**src/rtl/usb_rx_decoder.sv**
```systemverilog
// USB full-speed receive front end: synchronizes D+/D-, recovers bit timing,
// decodes NRZI, detects SYNC/EOP, removes stuffed bits and assembles bytes.
module usb_rx_decoder #(
    parameter int CLKS_PER_BIT = 8,
    parameter int HALF         = CLKS_PER_BIT / 2
) (
    input  logic       clk,
    input  logic       rst,
    input  logic       d_plus,
    input  logic       d_minus,
    output logic [7:0] rx_data,
    output logic       rx_data_valid,
    output logic       sync_found,
    output logic       eop,
    output logic       rx_error,
    output logic       rx_active
);

    localparam int CW = (CLKS_PER_BIT > 1) ? $clog2(CLKS_PER_BIT) : 1;
    localparam logic [CW-1:0] CNT_MAX  = CW'(CLKS_PER_BIT - 1);
    localparam logic [CW-1:0] CNT_HALF = CW'(HALF);

    typedef enum logic [2:0] {
        S_IDLE,
        S_SYNC,
        S_DATA,
        S_EOP1,
        S_EOP2,
        S_WAIT
    } state_t;

    logic          dp_meta, dp_sync, dp_last;
    logic          dm_meta, dm_sync, dm_last;
    logic [CW-1:0] cnt, cnt_now;
    logic          line_chg, sample;
    logic          is_j, is_k, is_se0, is_jk, nrzi_bit;

    state_t        state, state_n;
    logic          prev_j, prev_j_n;
    logic [2:0]    bit_cnt, bit_cnt_n;
    logic [2:0]    ones_cnt, ones_cnt_n;
    logic [7:0]    shift_reg, shift_reg_n;
    logic          se0_seen, se0_seen_n;
    logic [2:0]    j_run, j_run_n;
    logic [7:0]    rx_data_n;
    logic          valid_n, sync_n, eop_n, err_n;
    logic          to_wait;

    // Lines idle at J, so the synchronizers come out of reset at (1,0).
    always_ff @(posedge clk) begin
        if (rst) begin
            dp_meta <= 1'b1;
            dp_sync <= 1'b1;
            dp_last <= 1'b1;
            dm_meta <= 1'b0;
            dm_sync <= 1'b0;
            dm_last <= 1'b0;
        end else begin
            dp_meta <= d_plus;
            dp_sync <= dp_meta;
            dp_last <= dp_sync;
            dm_meta <= d_minus;
            dm_sync <= dm_meta;
            dm_last <= dm_sync;
        end
    end

    // An edge forces the timer to zero in the same cycle, so sampling lands HALF cycles after it.
    assign line_chg = (dp_sync != dp_last) || (dm_sync != dm_last);
    assign cnt_now  = line_chg ? '0 : cnt;
    assign sample   = (cnt_now == CNT_HALF);

    always_ff @(posedge clk) begin
        if (rst) begin
            cnt <= '0;
        end else if (cnt_now == CNT_MAX) begin
            cnt <= '0;
        end else begin
            cnt <= cnt_now + CW'(1);
        end
    end

    assign is_j     = dp_sync & ~dm_sync;
    assign is_k     = ~dp_sync & dm_sync;
    assign is_se0   = ~dp_sync & ~dm_sync;
    assign is_jk    = dp_sync ^ dm_sync;
    assign nrzi_bit = (dp_sync == prev_j);

    assign rx_active = (state == S_SYNC) || (state == S_DATA) ||
                       (state == S_EOP1) || (state == S_EOP2);

    always_ff @(posedge clk) begin
        if (rst) begin
            state         <= S_IDLE;
            prev_j        <= 1'b1;
            bit_cnt       <= '0;
            ones_cnt      <= '0;
            shift_reg     <= '0;
            se0_seen      <= 1'b0;
            j_run         <= '0;
            rx_data       <= '0;
            rx_data_valid <= 1'b0;
            sync_found    <= 1'b0;
            eop           <= 1'b0;
            rx_error      <= 1'b0;
        end else begin
            state         <= state_n;
            prev_j        <= prev_j_n;
            bit_cnt       <= bit_cnt_n;
            ones_cnt      <= ones_cnt_n;
            shift_reg     <= shift_reg_n;
            se0_seen      <= se0_seen_n;
            j_run         <= j_run_n;
            rx_data       <= rx_data_n;
            rx_data_valid <= valid_n;
            sync_found    <= sync_n;
            eop           <= eop_n;
            rx_error      <= err_n;
        end
    end

    always_comb begin
        state_n     = state;
        prev_j_n    = prev_j;
        bit_cnt_n   = bit_cnt;
        ones_cnt_n  = ones_cnt;
        shift_reg_n = shift_reg;
        se0_seen_n  = se0_seen;
        j_run_n     = j_run;
        rx_data_n   = rx_data;
        valid_n     = 1'b0;
        sync_n      = 1'b0;
        eop_n       = 1'b0;
        err_n       = 1'b0;
        to_wait     = 1'b0;

        if (sample) begin
            case (state)
                S_IDLE: begin
                    prev_j_n = 1'b1;
                    if (is_k) begin
                        state_n   = S_SYNC;
                        prev_j_n  = 1'b0;
                        bit_cnt_n = 3'd1;
                    end
                end

                // SYNC is seven zeros then a one; any deviation aborts immediately.
                S_SYNC: begin
                    if (is_jk) begin
                        prev_j_n = dp_sync;
                        if (nrzi_bit == (bit_cnt == 3'd7)) begin
                            if (bit_cnt == 3'd7) begin
                                sync_n     = 1'b1;
                                state_n    = S_DATA;
                                bit_cnt_n  = '0;
                                ones_cnt_n = '0;
                            end else begin
                                bit_cnt_n = bit_cnt + 3'd1;
                            end
                        end else begin
                            to_wait = 1'b1;
                        end
                    end else begin
                        to_wait = 1'b1;
                    end
                end

                S_DATA: begin
                    if (is_jk) begin
                        prev_j_n = dp_sync;
                        if (ones_cnt == 3'd6) begin
                            if (nrzi_bit) begin
                                to_wait = 1'b1;
                            end else begin
                                ones_cnt_n = '0;
                            end
                        end else begin
                            ones_cnt_n  = nrzi_bit ? ones_cnt + 3'd1 : 3'd0;
                            shift_reg_n = {nrzi_bit, shift_reg[7:1]};
                            if (bit_cnt == 3'd7) begin
                                rx_data_n = {nrzi_bit, shift_reg[7:1]};
                                valid_n   = 1'b1;
                                bit_cnt_n = '0;
                            end else begin
                                bit_cnt_n = bit_cnt + 3'd1;
                            end
                        end
                    end else if (is_se0) begin
                        state_n = S_EOP1;
                    end else begin
                        to_wait = 1'b1;
                    end
                end

                S_EOP1: begin
                    if (is_se0) begin
                        state_n = S_EOP2;
                    end else begin
                        to_wait = 1'b1;
                    end
                end

                // A partial byte at EOP is dropped and flagged alongside eop.
                S_EOP2: begin
                    if (is_j) begin
                        eop_n    = 1'b1;
                        err_n    = (bit_cnt != 3'd0);
                        state_n  = S_IDLE;
                        prev_j_n = 1'b1;
                    end else begin
                        to_wait = 1'b1;
                    end
                end

                S_WAIT: begin
                    if (is_j) begin
                        if (se0_seen || (j_run == 3'd7)) begin
                            state_n    = S_IDLE;
                            prev_j_n   = 1'b1;
                            se0_seen_n = 1'b0;
                            j_run_n    = '0;
                        end else begin
                            j_run_n = j_run + 3'd1;
                        end
                    end else if (is_se0) begin
                        se0_seen_n = 1'b1;
                        j_run_n    = '0;
                    end else begin
                        se0_seen_n = 1'b0;
                        j_run_n    = '0;
                    end
                end

                default: begin
                    state_n = S_IDLE;
                end
            endcase
        end

        if (to_wait) begin
            err_n      = 1'b1;
            state_n    = S_WAIT;
            se0_seen_n = 1'b0;
            j_run_n    = '0;
        end
    end

endmodule

```
**config.mk**
```make
export PLATFORM = sky130hd
export DESIGN_NAME = usb_rx_decoder
export DESIGN_NICKNAME = d
export VERILOG_FILES = /design/src/rtl/usb_rx_decoder.sv
export SDC_FILE = /design/constraint.sdc
export NUM_CORES = 1
export LEC_CHECK = 0
export ABC_AREA = 1
export BUFFER_PORTS_ARGS = -buffer_cell sky130_fd_sc_hd__buf_2
export CAP_MARGIN = 10
export CELL_PAD_IN_SITES_DETAIL_PLACEMENT = 1
export CELL_PAD_IN_SITES_GLOBAL_PLACEMENT = 1
export CORE_UTILIZATION = 46
export CTS_CLUSTER_SIZE = 10
export DETAILED_ROUTE_END_ITERATION = 6
export PLACE_DENSITY_LB_ADDON = 0.2
export RECOVER_POWER = 50
export SLEW_MARGIN = 20
export SYNTH_ARGS = -nofsm -noshare
export SYNTH_HDL_FRONTEND = slang
export SYNTH_SLANG_ARGS = --single-unit
```
**constraint.sdc**
```tcl
create_clock -name clk -period 5.2 [get_ports clk]
set_input_delay 1.56 -clock clk [delete_from_list [all_inputs] [get_ports clk]]
set_output_delay 1.56 -clock clk [all_outputs]
set_load 0.01 [all_outputs]
```
# After elaboration in Yosys (flattened, before gate mapping)
# Cells that the tools add are included.
word_totals:
  reg_bits: 43
  inputBits: 4
  output_inout_bits: 13
  word_cells: 156
op_classes:
  n_addsub: 4
  eq_ne: 39
  mux: 54
  bitwise: 13
  reduce_logical: 26
op_table:
  columns: ["operator", "count"]
  rows:
  - ["3-bit two-way mux", 27]
  - ["3-bit inequality test, second input constant", 9]
  - ["1-bit two-way mux", 22]
  - ["11-bit AND reduction", 2]
  - ["3-bit equality test, second input constant", 7]
  - ["2-bit inequality test, second input constant", 10]
  - ["3-bit one-hot mux with 6 select lines", 1]
  - ["7-bit AND reduction", 2]
  - ["3-bit by 1-bit adder with 3-bit output, second input constant", 4]
  - ["5-bit OR reduction", 2]
  - ["1-bit NOT", 9]
  - ["3-bit one-hot mux with 3 select lines", 1]
  - ["2-bit by 1-bit inequality test with 1-bit output, second input constant", 4]
  - ["1-bit one-hot mux with 4 select lines", 2]
  - ["3-bit by 2-bit equality test with 1-bit output, second input constant", 2]
  - ["3-bit by 2-bit inequality test with 1-bit output, second input constant", 2]
  - ["3-bit one-hot mux with 2 select lines", 1]
  - ["6-bit AND reduction", 1]
  - ["3-bit nonzero test", 2]
  - ["2-bit OR reduction", 3]
  - ["1-bit logical OR", 5]
  - ["5-bit AND reduction", 1]
  - ["4-bit AND reduction", 1]
  - ["2-bit nonzero test", 2]
  - ["other kinds (10)", 14]

# Longest topological paths before layout
logic_depth:
  word_depth: 8
  depth_mapped: 14
  mapped_depth_nobuf: 14

# Worst setup path before layout
# No wires, ideal clock.
synth_timing:
  path_type: "reg2out"
  start: "reg state[1]"
  end: "out rx_active"
  t_arrival_ns: 0.970
  t_required_ns: 3.640
  slack_ns: 2.670
  path_stages_with_launch: 7
  path_buffers: 1
  path_cell_list: "dfxtp_1 buf_4 nand2_1 inv_1 nor2_1 nand2_1 nand3_1"
synth_between:
  elab_chain_len: 4
  elab_cells_between_ends: 7
  classes_between: "4 x eq/ne; 3 x reduce/logical"
synth_lines:
  columns: ["item", "line_no", "source"]
  rows:
  - ["start: declaration", "38", "state_t state, state_n;"]
  - ["start signal: assignment", "107", "state <= state_n;"]
  - ["3-bit by 1-bit equality test with 1-bit output or 3-bit by 2-bit equality test with 1-bit output (tied branches)", "89", "assign rx_active = (state == S_SYNC) || (state == S_DATA) ||"]
  - ["1-bit logical OR (2 in series)", "89", null]
  - ["1-bit logical OR *", "90", "(state == S_EOP1) || (state == S_EOP2);"]
  - ["end: declaration", "16", "output logic rx_active"]
# Mark *: on every way between the ends. The rest lies on a longest branch, timed or not.

# Final worst setup path
# Ends and elaborated chain as after synthesis.

==> out/results.tsv <==
metric	value	unit
CTS Sinks	42	
I/O Pins	17	
setup slack at placement	2.37	ns
vias in the first global route	2056	
Setup TNS	0	ns
Max clock buf depth	2	
worst hold slack	0.415	ns
ranking of synthesized cells by area	dfxtp_1 (38%), nor2_1 (11%), nand2_1 (9.9%), nand3_1 (7.5%), ha_1 (7.4%)	
clk_lat worst skew	0.29	ns
Worst Path Buf+Inv	2	
port buffer count	16	
Hold Violations, Final	0	
min cycle time layout	3.15	ns
DRC	0	
M1 WL	2.78	mm
cells after synthesis	316	
maximum vdd ir drop	181	uV
Root Buffer	clkbuf_8	
Pre-antenna DRT Iters	4	
initial antenna violation count	0	
final setup fails	0	
PD cells	259	nW/um^2
cells along the critical path	nand2_1 -> inv_1 -> nor2_1 -> nand2_1 -> nand3_1 -> buf_2	
Worst Tran Pin Value	0.715	ns
Top Metal Used	met4	
Synth Area per Inst	6.96	sq um
Total Routing Usage GR	0.252	
ant diodes	0	
critical path arrival	1.59	ns
Die Width	71.2	um
largest net degree at the start of global routing	27	
most common cell in the synthesized netlist	nor2_1	
ys async rst share	0	
CORE AREA	4470	sq um
Slew Limit Fails	0	
die area	5060	sq um
sequential area share after synthesis	0.382	
Post-DRT Antenna Nets	0	
Final WS setup	2.05	ns
Placer Congestion	0.886	
Worst Path Class, Setup	flop to output port	
Vias/cell	5.29	
Mapped Nets	333	
CP Capture Type	output port	
CTS tree	yes	
H-Tree Level Count	2	
leakage	1.12	nW
Die H	71.2	um
hold buffers post-CTS	0	
type of element launching the critical path	flop	
Worst Skew	0.00458	ns
Reg clk slew, reported paths	0.07	ns
CP dominant cell by count	nand2_1	
worst min path class	flop to flop	
wire length per cell	14.7	um
first-pass GRT wire length	9.76	mm
Post-CTS Setup Bufs	0	
Yosys warning total	0	
cell row count	24	
Final Non-Filler Cells	387	
# nets final	352	
filler cell count	618	
post-synth cell types	27	
crit-path max FO	12	
Slew HR	0.523	
placed insts	380	
drt total wl	5.70	mm
HPWL Detailed	4.26	mm
slowest stage delay, CP	0.64	ns
area post-placement	2330	sq um
CTS Buf Count	5	
DRT iter0 DRCs	130	
Synth top cells by count	nor2_1 (65), nand2_1 (58), dfxtp_1 (42), inv_1 (36), nand3_1 (33)	
top_reg_cell synth	dfxtp_1	
Post-synth EDFFs	0	
share of cells above drive strength 1	0.119	
metal3 WL	127	um
grt total ovfl	0	
unrepaired setup endpoints after global routing	false	
Area Growth Syn to Fin	9.33	%
Synth Register Bits	42	
Top delay family on crit path	flip-flops	
fin crit share	0.605	
DR vias	2046	
Initial Utilization	0.492	
Design Area, Final	2400	sq um
status	finished clean	
Fmax	0.318	GHz
cell taking the most area after synthesis	dfxtp_1	
max FFs per register	8	
Post-Syn Area	2200	sq um
slowest library cell on the worst path	dfxtp_1	
Max-Cap Viols	0	
top-area cell type share of the netlist area	0.382	
metal2 WL	2.73	mm
Post-CTS Resized	0	
CP Data Required Time	3.64	ns
==> worst paths after layout <==
check,startpoint,endpoint,slack (ns),cells past startpoint
max,state[1],rx_active,2.05,6
max reg2reg,dp_sync,rx_data[7],2.61,14
min reg2reg,dm_meta,dm_sync,0.41,2
min,dm_meta,dm_sync,0.41,2
==> area by class of cell <==
type                       instances  area (sq um)  area share
multi-input combinational        226          1150       0.480
clock buffer                       6          82.6      0.0343
sequential                        42           841       0.350
clock inverter                     1          30.0      0.0125
tap                               52          65.1      0.0271
inverter                          44           168      0.0697
timing repair buffer              16          65.1      0.0271
==> worst reg2reg max path: cells and delay by family (launching register included) <==
kind,cells,cell delay [ns]
AND/OR/NAND/NOR,7,0.99
buffers and inverters,5,0.76
flip-flops,1,0.41
adder cells (fa/ha/maj),1,0.25
AO/OA/AOI/OAI,1,0.06
==> where the power goes <==
| part | switching, mW | internal [mW] |
|---|---|---|
| logic | 0.0235 | 0.0101 |
| registers | 0.00197 | 0.325 |
| clock network | 0.107 | 0.154 |
| total | 0.133 | 0.489 |
==> routing by layer <==
layer,vias up,track usage
met5,-,0
met4,0,0.0800
met3,7,0.0527
met2,29,0.426
met1,980,0.320
li1,1030,-
==> cells in the final DEF (no fill, tap or decap), types with 6 or more instances in the layout <==
cell type | netlist | final
dfxtp_1 | 42 | 42
nand3_1 | 33 | 34
nor2_1 | 65 | 66
inv_1 | 36 | 36
clkbuf_1 | 3 | 12
clkbuf_8 | 0 | 6
nand2_1 | 58 | 58
inv_2 | 6 | 6
o21ai_0 | 20 | 20
ha_1 | 13 | 13
==> metrics by stage <==
| step | total power, mW | util |
|---|---|---|
| 2_1_floorplan | 0.359 | - |
| 3_3_place_gp | 0.367 | 0.520 |
| 3_5_place_dp | 0.368 | 0.520 |
| 4_1_cts | 0.630 | 0.545 |
| 5_1_grt | 0.649 | 0.537 |
| 6_report | 0.622 | 0.537 |
==> logic make-up (layout without fill, tap and decap cells) <==
family          Yosys count  count (layout)  synth area share
buf+inv                  48              67            0.0865
simple gates            185             185             0.390
compound gates           28              28            0.0671
flops                    42              42             0.382
fa+ha+maj                13              13            0.0739
(Power assumes the default switching activity.)
